[src/rtl/npc_pkg.sv]
// npc_pkg: shared types and constants for the NPC core sequencer.
//   npc_state_e  - sequencer state encoding (FETCH, EXEC, WB, HALT)
//   EXIT_*       - exit codes reported on halt
//   INST_EBREAK  - encoding of the ebreak instruction (simulation-end trap)
package npc_pkg;

  typedef enum logic [1:0] {
    ST_FETCH = 2'd0,
    ST_EXEC  = 2'd1,
    ST_WB    = 2'd2,
    ST_HALT  = 2'd3
  } npc_state_e;

  localparam logic [1:0] EXIT_RUN     = 2'b00;
  localparam logic [1:0] EXIT_GOOD    = 2'b01;
  localparam logic [1:0] EXIT_BAD     = 2'b10;
  localparam logic [1:0] EXIT_TIMEOUT = 2'b11;

  localparam logic [31:0] INST_EBREAK = 32'h0010_0073;

endpackage

[src/rtl/npc_watchdog.sv]
// npc_watchdog: fetch-wait counter with clear, enable and terminal count.
//   clk, rst : clock, asynchronous active-high reset
//   clr      : synchronous clear (has priority over en)
//   en       : count one wait cycle
//   tc       : high when the current wait cycle is the LIMIT-th one, so a
//              wait in this cycle means LIMIT consecutive waits have elapsed
module npc_watchdog #(
  parameter int LIMIT = 255
) (
  input  logic clk,
  input  logic rst,
  input  logic clr,
  input  logic en,
  output logic tc
);

  localparam int W = $clog2(LIMIT + 1);

  logic [W-1:0] cnt;

  // cnt holds the number of waits already seen; the next wait is number cnt+1.
  assign tc = (cnt == W'(LIMIT - 1));

  always_ff @(posedge clk or posedge rst) begin
    if (rst) begin
      cnt <= '0;
    end else if (clr) begin
      cnt <= '0;
    end else if (en) begin
      cnt <= cnt + 1'b1;
    end
  end

endmodule

[src/rtl/npc_ctrl.sv]
// npc_ctrl: multi-cycle FETCH/EXEC/WB sequencer for the NPC core with
// sticky simulation-end halt.
//   clk, rst           : clock, asynchronous active-high reset
//   ifu_req/ifu_addr   : fetch request (high in FETCH) and address (= pc)
//   ifu_valid/ifu_inst : fetch response, only honoured in FETCH
//   inst               : latched instruction for decode/execute
//   illegal, overflow  : decode/execute trap flags, sampled in EXEC
//   a0                 : x10, selects GOOD/BAD verdict on ebreak
//   next_pc            : successor PC, committed in WB
//   rf_we              : register-file write enable, high in WB only
//   pc                 : current PC
//   halted, exit_code  : sticky halt flag and its reason
//   cycle_cnt, instret : non-halt cycle count and retired-instruction count
//   dbg_state          : current sequencer state (npc_state_e encoding)
//
// Handshake: ifu_req is high for every FETCH cycle; a cycle in FETCH with
// ifu_valid high transfers ifu_inst and ends the fetch. There is no
// backpressure on the response side and ifu_valid in any other state is
// ignored.
module npc_ctrl
  import npc_pkg::*;
#(
  parameter logic [31:0] RESET_PC      = 32'h8000_0000,
  parameter int          FETCH_TIMEOUT = 255,
  parameter int          CNT_W         = 64
) (
  input  logic             clk,
  input  logic             rst,
  output logic             ifu_req,
  output logic [31:0]      ifu_addr,
  input  logic             ifu_valid,
  input  logic [31:0]      ifu_inst,
  output logic [31:0]      inst,
  input  logic             illegal,
  input  logic             overflow,
  input  logic [31:0]      a0,
  input  logic [31:0]      next_pc,
  output logic             rf_we,
  output logic [31:0]      pc,
  output logic             halted,
  output logic [1:0]       exit_code,
  output logic [CNT_W-1:0] cycle_cnt,
  output logic [CNT_W-1:0] instret,
  output logic [1:0]       dbg_state
);

  npc_state_e state_q, state_d;
  logic [1:0] exit_d;
  logic       load_inst;
  logic       wd_tc;

  npc_watchdog #(.LIMIT(FETCH_TIMEOUT)) u_watchdog (
    .clk (clk),
    .rst (rst),
    .clr (state_q == ST_WB),
    .en  ((state_q == ST_FETCH) && !ifu_valid),
    .tc  (wd_tc)
  );

  always_comb begin
    state_d   = state_q;
    exit_d    = exit_code;
    load_inst = 1'b0;
    case (state_q)
      ST_FETCH: begin
        // A response in the last allowed wait cycle still wins over timeout.
        if (ifu_valid) begin
          state_d   = ST_EXEC;
          load_inst = 1'b1;
        end else if (wd_tc) begin
          state_d = ST_HALT;
          exit_d  = EXIT_TIMEOUT;
        end
      end
      ST_EXEC: begin
        if (inst == INST_EBREAK) begin
          state_d = ST_HALT;
          exit_d  = (a0 == 32'd0) ? EXIT_GOOD : EXIT_BAD;
        end else if (illegal || overflow) begin
          state_d = ST_HALT;
          exit_d  = EXIT_BAD;
        end else begin
          state_d = ST_WB;
        end
      end
      ST_WB:   state_d = ST_FETCH;
      ST_HALT: state_d = ST_HALT;
      default: state_d = ST_FETCH;
    endcase
  end

  always_ff @(posedge clk or posedge rst) begin
    if (rst) begin
      state_q   <= ST_FETCH;
      pc        <= RESET_PC;
      inst      <= '0;
      exit_code <= EXIT_RUN;
      cycle_cnt <= '0;
      instret   <= '0;
    end else begin
      state_q   <= state_d;
      exit_code <= exit_d;
      if (load_inst) begin
        inst <= ifu_inst;
      end
      // Only WB commits, so trapping instructions never touch pc/instret.
      if (state_q == ST_WB) begin
        pc      <= next_pc;
        instret <= instret + 1'b1;
      end
      if (state_q != ST_HALT) begin
        cycle_cnt <= cycle_cnt + 1'b1;
      end
    end
  end

  assign ifu_req   = (state_q == ST_FETCH);
  assign ifu_addr  = pc;
  assign rf_we     = (state_q == ST_WB);
  assign halted    = (state_q == ST_HALT);
  assign dbg_state = state_q;

endmodule

[config.mk]
export PLATFORM = sky130hd
export DESIGN_NAME = npc_ctrl
export DESIGN_NICKNAME = d
export VERILOG_FILES = /design/src/rtl/npc_pkg.sv /design/src/rtl/npc_watchdog.sv /design/src/rtl/npc_ctrl.sv
export SDC_FILE = /design/constraint.sdc
export NUM_CORES = 1
export LEC_CHECK = 0
export ABC_AREA = 1
export CAP_MARGIN = 40
export CORE_ASPECT_RATIO = 0.9
export CORE_UTILIZATION = 48
export CTS_BUF_LIST = sky130_fd_sc_hd__clkbuf_16
export DETAILED_ROUTE_END_ITERATION = 10
export GPL_TIMING_DRIVEN = 0
export HOLD_SLACK_MARGIN = 0.08
export PLACE_DENSITY_LB_ADDON = 0.15
export SLEW_MARGIN = 20
export SYNTH_ARGS = -nofsm -noshare
export SYNTH_HDL_FRONTEND = slang
export SYNTH_SLANG_ARGS = --single-unit
[constraint.sdc]
create_clock -name clk -period 8.85 [get_ports clk]
set_input_delay 0.885 -clock clk [delete_from_list [all_inputs] [get_ports clk]]
set_output_delay 0.885 -clock clk [all_outputs]
set_load 0.05 [all_outputs]
## Yosys cells after proc, flatten, opt, wreduce, memory -nomap -nowiden

Index checks and enable logic that the tools add are counted.

| storage, ports and cells | value |
|---|---|
| bits of input ports | 101 |
| flip-flop bits (word level) | 204 |
| logic and storage cells | 42 |
| output and inout bits | 231 |

| cells by class | value |
|---|---|
| equality and inequality tests | 10 |
| mux-type cells | 14 |
| reductions and logical operators | 8 |
| add/sub/neg operators | 3 |

Operators by type and width:

| kind | number |
|---|---|
| adder 64 x 1 -> 64 bit, second input constant | 2 |
| equality test 32 x 21 -> 1 bit, second input constant | 1 |
| logical NOT 32 bit | 1 |
| 2-to-1 mux 8 bit | 2 |
| 2-to-1 mux 2 bit | 6 |
| adder 8 x 1 -> 8 bit, second input constant | 1 |
| equality test 8 bit, second input constant | 1 |
| case mux 2 bit (4 select lines) | 1 |
| equality test 2 bit, second input constant | 2 |
| 2-to-1 mux 1 bit | 4 |
| inequality test 2 bit, second input constant | 2 |
| case mux 2 bit (2 select lines) | 1 |
| AND reduction 4 bit | 1 |
| nonzero test 2 bit | 2 |
| inequality test 3 x 1 -> 1 bit, second input constant | 1 |
| inequality test 3 bit, second input constant | 1 |
| equality test 2 x 1 -> 1 bit, second input constant | 1 |
| logical NOT 2 bit | 1 |
| inequality test 2 x 1 -> 1 bit, second input constant | 1 |
| logical AND 1 bit | 1 |
| logical NOT 1 bit | 1 |
| logical OR 1 bit | 1 |

## Logic depth before layout (Yosys ltp)

Gate-level depths: netlist of the first run.

| depth | value |
|---|---|
| word-level depth | 4 |
| mapped depth | 10 |
| gate-level depth less buffers | 10 |

## Hierarchy

Synthesis of the first run repeated with hierarchy kept, for this count alone.

| unflattened totals | value |
|---|---|
| cell total of the unflattened synthesis | 1,400 |
| area, all modules | 10,751.6 µm² |

By module, submodules not included:

| module | cells each | seq. area each (µm²) | area each (µm²) | instances |
|---|---|---|---|---|
| npc_ctrl | 1,340 | 4,906.0 | 10,281.1 | 1 |
| npc_watchdog | 60 | 200.2 | 470.5 | 1 |

## Least setup slack after synthesis of the first run

Ideal clock, no wire load.

| timing | value |
|---|---|
| path kind | reg2out |
| start | register state_q[1] (netlist: dbg_state[1]) |
| end | output rf_we |
| stages on the path, launching flop included | 5 |
| path slack | 6.223 ns |
| arrival time | 1.742 ns |
| path through | dfrtp_1 -> nand2_2 -> inv_2 -> buf_4 -> clkbuf_1 |

| between the ends | value |
|---|---|
| word-level cells in the longest chain between the ends | 1 |

Ends and longest elaborated chain:

| item | line | source |
|---|---|---|
| from (decl) | npc_ctrl.sv:47 | `npc_state_e state_q, state_d;` |
| from (signal assigned) | npc_ctrl.sv:101 | `state_q <= state_d;` |
| equality test 2 bit | npc_ctrl.sv:119 | `assign rf_we = (state_q == ST_WB);` |
| to (decl) | npc_ctrl.sv:38 | `output logic rf_we,` |

Every way passes these cells.

## Worst setup path after layout of the first run

| timing | value |
|---|---|
| start | register state_q[0] (netlist: dbg_state[0]) |
| end | output rf_we |

The elaborated chain is that of the path after synthesis.

==> results of run 1 <==
==> stage by stage <==
| stage | setup WS [ns] | std cells | setup TNS [ns] |
|---|---|---|---|
| 2_1_floorplan | 2.40 | 1427 | 0 |
| 3_3_place_gp | -0.385 | 2049 | -76.15 |
| 3_5_place_dp | 5.75 | 2051 | 0 |
| 4_1_cts | 5.23 | 2088 | 0 |
| 5_1_grt | 5.08 | 2088 | 0 |
| 6_report | 5.25 | 2088 | 0 |
==> how the worst max path moves through the flow <==
stage | cells past startpoint | slack [ns] | end | start
after floorplan | 1 | 2.40 | cycle_cnt[0]$_DFFE_PP0N_ | rst
after global placement | 2 | -0.39 | instret[18]$_DFFE_PP0P_ | rst
after detailed placement | 6 | 5.75 | rf_we | dbg_state[0]$_DFFE_PP0P_
after CTS | 6 | 5.23 | rf_we | dbg_state[0]$_DFFE_PP0P_
after global routing | 6 | 5.08 | rf_we | dbg_state[0]$_DFFE_PP0P_
final | 6 | 5.25 | rf_we | dbg_state[0]$_DFFE_PP0P_
==> cell families (layout without fill, tap and decap cells) <==
family | after synthesis | after routing | synth area share [%]
xor gates and xnor gates | 81 | 81 | 6.54
adders and majority gates | 4 | 4 | 0.461
and+or+nand+nor | 934 | 934 | 37.2
DFF | 204 | 204 | 47.0
AOI/OAI and AO/OA | 27 | 27 | 1.36
buffers and inverters | 177 | 547 | 7.38
==> where the power goes <==
group	switching [mW]	internal (mW)
sequential	0.173	1.12
clock	0.367	0.582
combinational	1.32	0.671
total	1.86	2.37
==> layout make-up <==
type	count	share of cell area, %
Sequential cell	204	33.3
Multi-Input combinational cell	1046	32.3
Timing Repair Buffer	333	22.0
Clock buffer	23	3.75
Inverter	127	3.16
Tap cell	291	2.37
Buffer	50	2.11
Clock inverter	14	1.04
==> state kept, by name, indices dropped and copies added, names as in the netlist <==
| register | count |
|---|---|
| cycle_cnt | 64 |
| exit_code | 2 |
| inst | 32 |
| ifu_addr | 32 |
| dbg_state | 2 |
| u_watchdog.cnt | 8 |
| instret | 64 |
==> layer usage <==
layer | wire (um) | part of all wire, % | global-route usage [%] | vias to the layer above
met5 | 0 | 0 | 0 | -
met1 | 14000 | 45 | 36.8 | 4852
li1 | - | - | - | 5131
met3 | 1740 | 5.6 | 3.51 | 62
met4 | 836 | 2.7 | 8.12 | 0
met2 | 14800 | 47 | 45.7 | 326
==> critical path, delay by kind of cell (launching register included) <==
| kind | cells | cell delay (ns) |
|---|---|---|
| buffers and inverters | 5 | 1.66 |
| DFF | 1 | 0.44 |
| and+or+nand+nor | 1 | 0.12 |
==> synth_stat cells, drive strengths merged (4+ instances only) <==
cell type | instances | area [um2]
ha | 4 | 50.1
nand3b | 26 | 233
o21ai | 16 | 80.1
nand4 | 30 | 188
nand2 | 549 | 2090
nor3 | 32 | 176
a21oi | 6 | 30.0
nand3 | 65 | 343
inv | 126 | 473
nor4 | 5 | 31.3
dfrtp | 203 | 5080
nor2 | 217 | 917
xor2 | 41 | 359
xnor2 | 40 | 350
clkbuf | 6 | 22.5
buf | 44 | 302
==> run metrics, run 1 <==
status=complete, no violations; fin. max-slew vios=0; via count=10371; RSZ-0062 raised after global routing=no; Final Cycle Share=40.7%; initial antenna violation count=0; H-Tree Depth=1; number of port buffers=331; Clock transition at path regs=0.06 ns; Seq/Total Area, Yosys=47.0%; I/O pins=332; average routed wire per standard cell=15.0 um; Setup-failing EPs final=0; Synth cell types=40; top_reg_cell synth=dfrtp_1; area growth from synthesis to layout=41.2%; Design Area, Final=0.0153 mm2; Final min period=3.60 ns; CTS Buffer Depth=3; Post-Syn Area=0.0109 mm2; max_slew headroom=45.6%; first-iteration detailed-routing DRC count=680; Die Ht=145 um; Slowest Stage Delay on Critical Path=0.89 ns; WHS Endpoint=cycle_cnt[63]$_DFFE_PP0N_; first-pass GRT wire length=50400 um; Fill cells=1773; HP Start=cycle_cnt[63]$_DFFE_PP0N_; Setup Buffers After CTS=0; Final Util=70.0%; ANT cells=0; worst IR drop on VDD=250 uV; Post-Route WL=31400 um; antenna-violating nets left=0; RR Startpoint=instret[2]$_DFFE_PP0P_; Net Count, Synth=1532; EDFF count, synth=0; Vias per Instance=4.97; clk_lat worst skew=0.50 ns; std cell rows=51; clock sink count=204; ys async rst share=100%; hold violation count in the final report=0; drt drc=0; share of layout cells above drive strength 1=6.18%; Critical Path Sink Type=output pin; maxcap violations=0; gpl congestion=0.930; largest net degree at the start of global routing=96; total core area=0.0219 mm2; nets@finish=1889; Synth warnings=0; Min-Delay Path Class=reg -> reg; Arr. time, crit path=2.72 ns; footprint of the multi-input gates=0.00495 mm2; Critical Path Source Type=register; power density over cell area=276 mW/mm2; FF-to-FF End=instret[49]$_DFFE_PP0P_; Synth Register Bits=204; Post-Route Skew=0.0101 ns; post-cts resize count=0; CP max FO=10; WP data required=7.97 ns; critical path's slowest cell=clkdlybuf4s50_1; final global-route overflow total=0; setup slack, reg-to-reg=6.83 ns; Sequential cell area=0.00511 mm2; dpl hpwl=24300 um; overall routing resource usage=27.1%; most frequent cells in the layout=nand2_1 (543), clkdlybuf4s50_1 (331), dfrtp_1 (203); cells along the critical path=inv_1, nand2_2, inv_2, buf_4, clkbuf_1, clkdlybuf4s50_1; Fin Hold WS=0.484 ns; f_max=278 MHz; TritonCTS Buffers=22; vias in the first global route=9979; Final Total Pwr=4.23 mW; First-pass DRT Iterations=5; Post-DP Area=0.0146 mm2; Mapped Cells=1427; critical path type=reg -> out; commonest non-fill, non-tap cell in the layout=nand2_1; Mapped Avg Cell Area=7.61 um2; Min-Delay Path Depth=2; Die ar.=0.0232 mm2; root buffer cell=clkbuf_16; cts hold-fix bufs=0; Reg2Reg Depth=9; CTS tree=done; Worst Tran Pin Value=0.814 ns; Die X=161 um; Static Leak=7.09 nW; Initial Utilization=49.6%
Note: power is estimated with default switching activity, not from simulation.
==> run 2, diff against run 1 <==
clock period = 3.5 ns   (was 8.85 ns; I/O delays follow)
==> run 2 against run 1 <==
Against the previous run: setup slack got worse by 4.9 ns; clock skew decreased by 0.0024 ns; die area unchanged; worst hold slack worse by 0.25 ns; clock power is 140% higher; total power rose to 2.5 times the previous value; first-iteration DRC count is 3.7% lower; design area is 0.28% higher; flip-flop and latch count unchanged; routed wire length increased by 1.3%; final cell count increased by 0.24%; sequential power increased to 2.5 times the previous value; critical path type unchanged.
==> run metrics, run 2 (synthesis gave the netlist of run 1 again) <==
status=complete, no violations; Post-Route Skew=0.00763 ns; initial antenna violation count=0; First-pass DRT Iterations=5; fin. max-slew vios=0; first-iteration detailed-routing DRC count=655; max_slew headroom=47.9%; Setup Buffers After CTS=0; share of layout cells above drive strength 1=6.66%; Critical Path Sink Type=output pin; top flop regs=cycle_cnt: 64 flops, instret: 64 flops; critical path type=reg -> out; Setup-failing EPs final=0; first-pass GRT wire length=50800 um; final global-route overflow total=0; CTS tree=done; Die Ht=145 um; area growth from synthesis to layout=41.6%; setup TNS=0 ns; CTS Buffer Depth=3; std cell rows=51; Post-DP Area=0.0147 mm2; pre-CTS setup slack=0.946 ns; TritonCTS Buffers=22; gpl congestion=0.940; Fin Hold WS=0.234 ns; most frequent cells in the layout=nand2_1 (543), clkdlybuf4s50_1 (331), dfrtp_1 (203); Post-Layout Cell Count=2093; RR Startpoint=instret[2]$_DFFE_PP0P_; Global Route met1 Usage=37.2%; overall routing resource usage=27.3%; Die ar.=0.0232 mm2; Reg2Reg Depth=9; RSZ-0062 raised after global routing=no; CP max FO=10; setup slack, reg-to-reg=1.50 ns; post-cts resize count=0; Fill cells=1766; met3 Resource Use GR=3.68%; average routed wire per standard cell=15.2 um; Final Cycle Share=88.6%; number of port buffers=331; maxcap violations=0; Min-Delay Path Class=in -> async; dpl hpwl=24700 um; grt met2 use=45.2%; I/O pins=332; antenna-violating nets left=0; Final min period=3.10 ns; nets@finish=1894; FF-to-FF End=instret[49]$_DFFE_PP0P_; H-Tree Depth=1; Clock transition at path regs=0.06 ns; cts hold-fix bufs=0; post-placement cell count=2056; Worst Tran Pin Value=0.780 ns; clock sink count=204; drt drc=0; power density over cell area=689 mW/mm2; Post-Route WL=31800 um; gr busiest metal=met2; WP data required=3.15 ns; Final Util=70.2%; Static Leak=7.10 nW; total core area=0.0219 mm2; root buffer cell=clkbuf_16; Vias per Instance=4.98; Worst Slack Setup Final=0.399 ns; worst IR drop on VDD=733 uV; largest net degree at the start of global routing=35; Arr. time, crit path=2.75 ns; Final Total Pwr=10.6 mW; commonest non-fill, non-tap cell in the layout=nand2_1; Design Area, Final=0.0154 mm2; ANT cells=0; vias in the first global route=10044; f_max=322 MHz; Die X=161 um; clk_lat worst skew=0.51 ns; via count=10424; hold violation count in the final report=0; Critical Path Source Type=register; Initial Utilization=49.6%
run 2: cell type report:
class / instances / area, um2 / area share, %
sequential: 204 / 5110 / 33.2
multi-input combinational: 1046 / 4950 / 32.2
timing repair buffer: 338 / 3450 / 22.5
clock buffer: 23 / 576 / 3.74
inverter: 127 / 480 / 3.13
tap: 291 / 364 / 2.37
buffer: 50 / 324 / 2.11
clock inverter: 14 / 121 / 0.789
run 2: per-layer routing:
layer	routed length, um	vias to the layer above
met4	939	0
met2	14900	359
met3	1930	65
li1	-	5124
met5	0	-
met1	14000	4876
run 2: how the worst max path moves through the flow:
stage	startpoint	cells past startpoint	slack, ns	to
after floorplan	rst	1	0.51	cycle_cnt[0]$_DFFE_PP0N_
after global placement	rst	2	-1.13	ifu_addr[1]$_DFFE_PP0P_
after detailed placement	dbg_state[0]$_DFFE_PP0P_	6	0.95	rf_we
after CTS	dbg_state[0]$_DFFE_PP0P_	6	0.39	rf_we
after global routing	dbg_state[0]$_DFFE_PP0P_	6	0.27	rf_we
final	dbg_state[0]$_DFFE_PP0P_	6	0.40	rf_we
run 2: worst max-delay path: stages, from the launching register on:
cell and delay [ns]:
dfrtp_1 0.43, inv_1 0.14, nand2_2 0.12, inv_2 0.08, buf_4 0.21, clkbuf_1 0.35
clkdlybuf4s50_1 0.89
run 2: power breakdown:
group	internal (mW)	switching [mW]	leakage, nW
clock network	1.33	0.948	0.349
registers	2.83	0.429	2.71
logic	1.71	3.35	4.04
==> edit 1, RTL diff (flow settings as in run 1) <==
`RESET_PC`: 32'h8000_0000 -> 32'h60000000.
--- a/src/rtl/npc_ctrl.sv
+++ b/src/rtl/npc_ctrl.sv
@@ -22,3 +22,3 @@
 #(
-  parameter logic [31:0] RESET_PC      = 32'h8000_0000,
+  parameter logic [31:0] RESET_PC      = 32'h60000000,
   parameter int          FETCH_TIMEOUT = 255,
Formal check against the unedited RTL: not equivalent (Yosys sat finds a counterexample within 4 cycles, from zero or initial values and one cycle with rst high).
==> edit 1 against run 1 <==
Critical path depth stayed put. Area after synthesis barely moved. Synthesized cell count unchanged. Cell area decreased by 0.56%. Die area barely moved. Power is 2.1% lower. Critical endpoint unchanged. Non-clock buffer count is 1 lower. Wire length grew 0.38%. Via count is 1.0% higher. Core utilization down 0.39 points. Setup slack lost 0.0018 ns. Sequential cell count unchanged. Sequential power hardly changed.
==> edit 1: results (changes against run 1) <==
1st-iter DRT viols 698 (+2.6%); register area share after synthesis 0.470 (about the same); vias per std cell 5.01 (+0.86%); post-CTS setup buffer count 0 (unchanged); dpl cell area 0.0146 mm² (-0.18%); synth cell count leaders 543 x nand2_1, 202 x dfrtp_1, 196 x nor2_1, 122 x inv_1, 63 x nand3_1; first-pass GRT wire length 50,600 µm (+0.44%); DP HPWL 24,300 µm (-0.14%); Total GRT Usage 0.272 (+0.000548); maximum vdd drop 0.000221 V (-11%); clk_skew 0.0142 ns (+0.00409 ns); largest net degree at the start of global routing 107 (+11%); synth top area cells dfrtp_1 47%, nand2_1 19%, nor2_1 6.8%, inv_1 4.2%, xor2_1 3.3%; status finished, final reports clean; leakage power 7.06 nW (-0.42%); CTS Buf Count 23 (+4.5%); DR WL/cell 15.1 µm (+0.24%); Finished Layout Cells 2,091 (+0.14%); count of cell types in the netlist 40 (unchanged); vias in the first global route 10,000 (+0.66%); Place WS 5.76 ns (+0.0122 ns); max_slew headroom 0.509 (+0.0531); Placed Cells incl. Taps 2,050 (-0.049%); crit path max fanout 10 (unchanged); layout cells sized above 1 0.0611 (-0.000659); Critical Path AT 2.72 ns (about the same); RePlAce Congestion 0.946 (+1.7%)
==> edit 1: area by class of cell <==
| class | instances | area (µm²) |
|---|---|---|
| tap | 291 | 364 |
| sequential | 204 | 5110 |
| inverter | 127 | 484 |
| timing repair buffer | 332 | 3340 |
| clock buffer | 23 | 576 |
| clock inverter | 18 | 101 |
| buffer | 50 | 324 |
| multi-input combinational | 1046 | 4950 |
| fill | 1833 | 6640 |
==> edit 1: worst register-to-register path: cells and delay by family (launching register included) <==
kind / cells / cell delay, ns
DFF: 1 / 0.40
and+or+nand+nor: 9 / 1.52
==> edit 1: kinds of logic (layout without fill, tap and decap cells) <==
| family | after synthesis | after routing | synth area share |
|---|---|---|---|
| AND/OR/NAND/NOR | 934 | 934 | 0.372 |
| XOR/XNOR | 81 | 81 | 0.0653 |
| adder cells (fa/ha/maj) | 4 | 4 | 0.00461 |
| flip-flops | 204 | 204 | 0.470 |
| buffers and inverters | 177 | 550 | 0.0738 |
| AO/OA/AOI/OAI | 27 | 27 | 0.0136 |
==> edit 1: per-stage QoR <==
| stage | hold WS, ns | power [mW] |
|---|---|---|
| after detailed placement | 0.476 | 3.30 |
| after floorplan | 0.461 | 2.60 |
| after global placement | 0.468 | 3.27 |
| final | 0.485 | 4.14 |
| after global routing | 0.504 | 4.33 |
| after CTS | 0.489 | 4.18 |
==> edit 1: final timing paths <==
kind                            cells past startpoint             to          start  slack, ns
worst max-delay path                                6          rf_we   dbg_state[0]       5.25
worst min-delay path                                2  cycle_cnt[63]  cycle_cnt[63]       0.48
worst max register to register                      9    instret[49]     instret[1]       6.83
worst min register to register                      2  cycle_cnt[63]  cycle_cnt[63]       0.48
max in group asynchronous                           3    instret[20]            rst       7.00
min in group asynchronous                           2  cycle_cnt[26]            rst       0.91
==> edit 1: layer usage <==
metal,share of wire,up-vias,GRT usage,wire [µm]
met1,0.44,4894,0.368,13800
li1,-,5127,-,-
met3,0.063,61,0.0382,1980
met2,0.47,393,0.455,14900
met5,0,-,0,0
met4,0.026,0,0.0827,813
==> edit 1: report_power, final <==
part           switching (mW)  internal (mW)  total, mW
combinational            1.32          0.670       1.99
sequential              0.169           1.12       1.29
clock                   0.370          0.497      0.867
total                    1.86           2.29       4.14
==> edit 2, RTL diff (settings of run 1) <==
Without the edit above. Reset style: synchronous (`rst`), changed in 2 clocked blocks. Comments in the files are not updated.
--- a/src/rtl/npc_watchdog.sv
+++ b/src/rtl/npc_watchdog.sv
@@ -23,3 +23,3 @@
 
-  always_ff @(posedge clk or posedge rst) begin
+  always_ff @(posedge clk) begin
     if (rst) begin
--- a/src/rtl/npc_ctrl.sv
+++ b/src/rtl/npc_ctrl.sv
@@ -91,3 +91,3 @@
 
-  always_ff @(posedge clk or posedge rst) begin
+  always_ff @(posedge clk) begin
     if (rst) begin
Formal check against the unedited RTL: differs if rst is asserted again (counterexample within 4 cycles, from zero or initial values and one cycle with rst high); with rst held inactive, the same outputs for 4 cycles.
==> edit 2 against run 1 <==
Wire length rose by 20%. Setup slack got worse by 0.21 ns. Cell area down 1.7%. Register-to-register slack got worse by 0.13 ns. Sequential cell count is the same. First-iteration DRC count up 54%. Area after synthesis is 1.6% lower. Largest cell class is now multi-input combinational cells.
Power is not compared: it rests on default switching activity, and its combinational part moved more than twofold at a synthesized area within 25%.
==> edit 2: results (changes against run 1) <==
status finished, final reports clean; synth top area cells dfxtp_1 38%, nor2_1 16%, nand2_1 13%, inv_1 5.1%, o21ai_0 5.0%; ANT cells 0 (unchanged); Worst Hold Class flop to flop; crit path max fanout 10 (unchanged); vias in the first global route 11,100 (+11%); Place WS 5.57 ns (-0.182 ns); Pre-antenna DRT Iters 6 (+1); CTS Buf Count 23 (+4.5%); count of cell types in the netlist 35 (-13%); Yosys Warn Count 0 (unchanged); 1st-iter DRT viols 1,050 (+54%); leakage power about 5.5 nW; CTS root buf clkbuf_16; worst skew pair latency 0.50 ns (about the same); largest net degree at the start of global routing 13 (-86%); Top Registers cycle_cnt x64, instret x64; Post-synth ARST share 0 (-1.00); Critical Path AT 2.92 ns (+0.20 ns); synth cell count leaders 448 x nor2_1, 363 x nand2_1, 204 x dfxtp_1, 146 x inv_1, 106 x o21ai_0; CTS HTree Levels 1 (unchanged); register area share after synthesis 0.383 (-0.0879); Total GRT Usage 0.324 (+0.0528); initial antenna violation count 0 (unchanged); port buffer count 331 (unchanged); RePlAce Congestion 0.951 (+2.2%); syn_nets 1,768 (+15%); NumNets Final 2,124 (+12%); first-pass GRT wire length 58,700 µm (+17%); DR WL/cell 16.3 µm (+8.2%); Via Count 12,100 (+17%); DP HPWL 30,000 µm (+23%); post-CTS setup buffer count 0 (unchanged); CP peak stage delay 0.92 ns (+0.03 ns); layout cells sized above 1 0.0595 (-0.00225); fillcell total 1,933 (+9.0%); max_slew headroom 0.480 (+0.0234); clk_skew 0.00862 ns (-0.00146 ns); dpl cell area 0.0144 mm² (-1.7%); critical path's slowest cell clkdlybuf4s50_1; maximum vdd drop approximately 0.00015 V; # resized after CTS 0 (unchanged)
==> edit 2: cell count changes after synthesis, moves of 58 or more <==
cell	before	now
a21oi_1	6	64
dfrtp_1	203	0
dfxtp_1	0	204
nor2_1	196	448
nand2_1	543	363
o21ai_0	16	106
==> edit 2: cell type report <==
type	count	area, µm²	share of cell area
Sequential cell	204	4080	0.271
Inverter	151	569	0.0378
Tap cell	291	364	0.0242
Timing Repair Buffer	331	3310	0.220
Clock inverter	16	143	0.00946
Buffer	66	373	0.0247
Clock buffer	23	576	0.0382
Multi-Input combinational cell	1242	5650	0.375
==> edit 2: cells by family (layout without fill, tap and decap cells) <==
group | Yosys count | after routing | share of synthesized area
xor gates and xnor gates | 24 | 24 | 0.0197
buffers and inverters | 217 | 587 | 0.0882
adders and majority gates | 4 | 4 | 0.00469
AOI/OAI and AO/OA | 184 | 184 | 0.0892
and+or+nand+nor | 1030 | 1030 | 0.416
DFF | 204 | 204 | 0.383
==> edit 2: metrics by stage <==
step	utilization	instances
floorplan	-	1663
global placement	0.662	2285
detailed placement	0.662	2285
CTS	0.695	2324
global route	0.695	2324
finish	0.695	2324
==> edit 2: tightest hold or removal path, stage by stage (launching register included) <==
cell	delay [ns]
dfxtp_1	0.31
inv_1	0.06
a21oi_1	0.05
==> edit 2: report_power, final <==
group          switching [mW]  internal, mW  total [mW]  leakage (nW)
clock network           0.378         0.555       0.933         0.372
logic                   0.315         0.179       0.493          3.48
registers              0.0333         0.956       0.990          1.66
total                   0.727          1.69        2.42          5.51
==> edit 2: final timing paths <==
check	start	to	slack (ns)	depth (start not counted)
worst max-delay path	dbg_state[1]	rf_we	5.04	4
worst min-delay path	inst[8]	inst[8]	0.47	2
worst max register to register	cycle_cnt[13]	cycle_cnt[39]	6.70	9
worst min register to register	inst[8]	inst[8]	0.47	2
==> edit 2: metal layers <==
metal	track usage	part of all wire
met5	0	0
met4	0.101	0.028
met3	0.0623	0.090
met2	0.563	0.47
met1	0.407	0.41
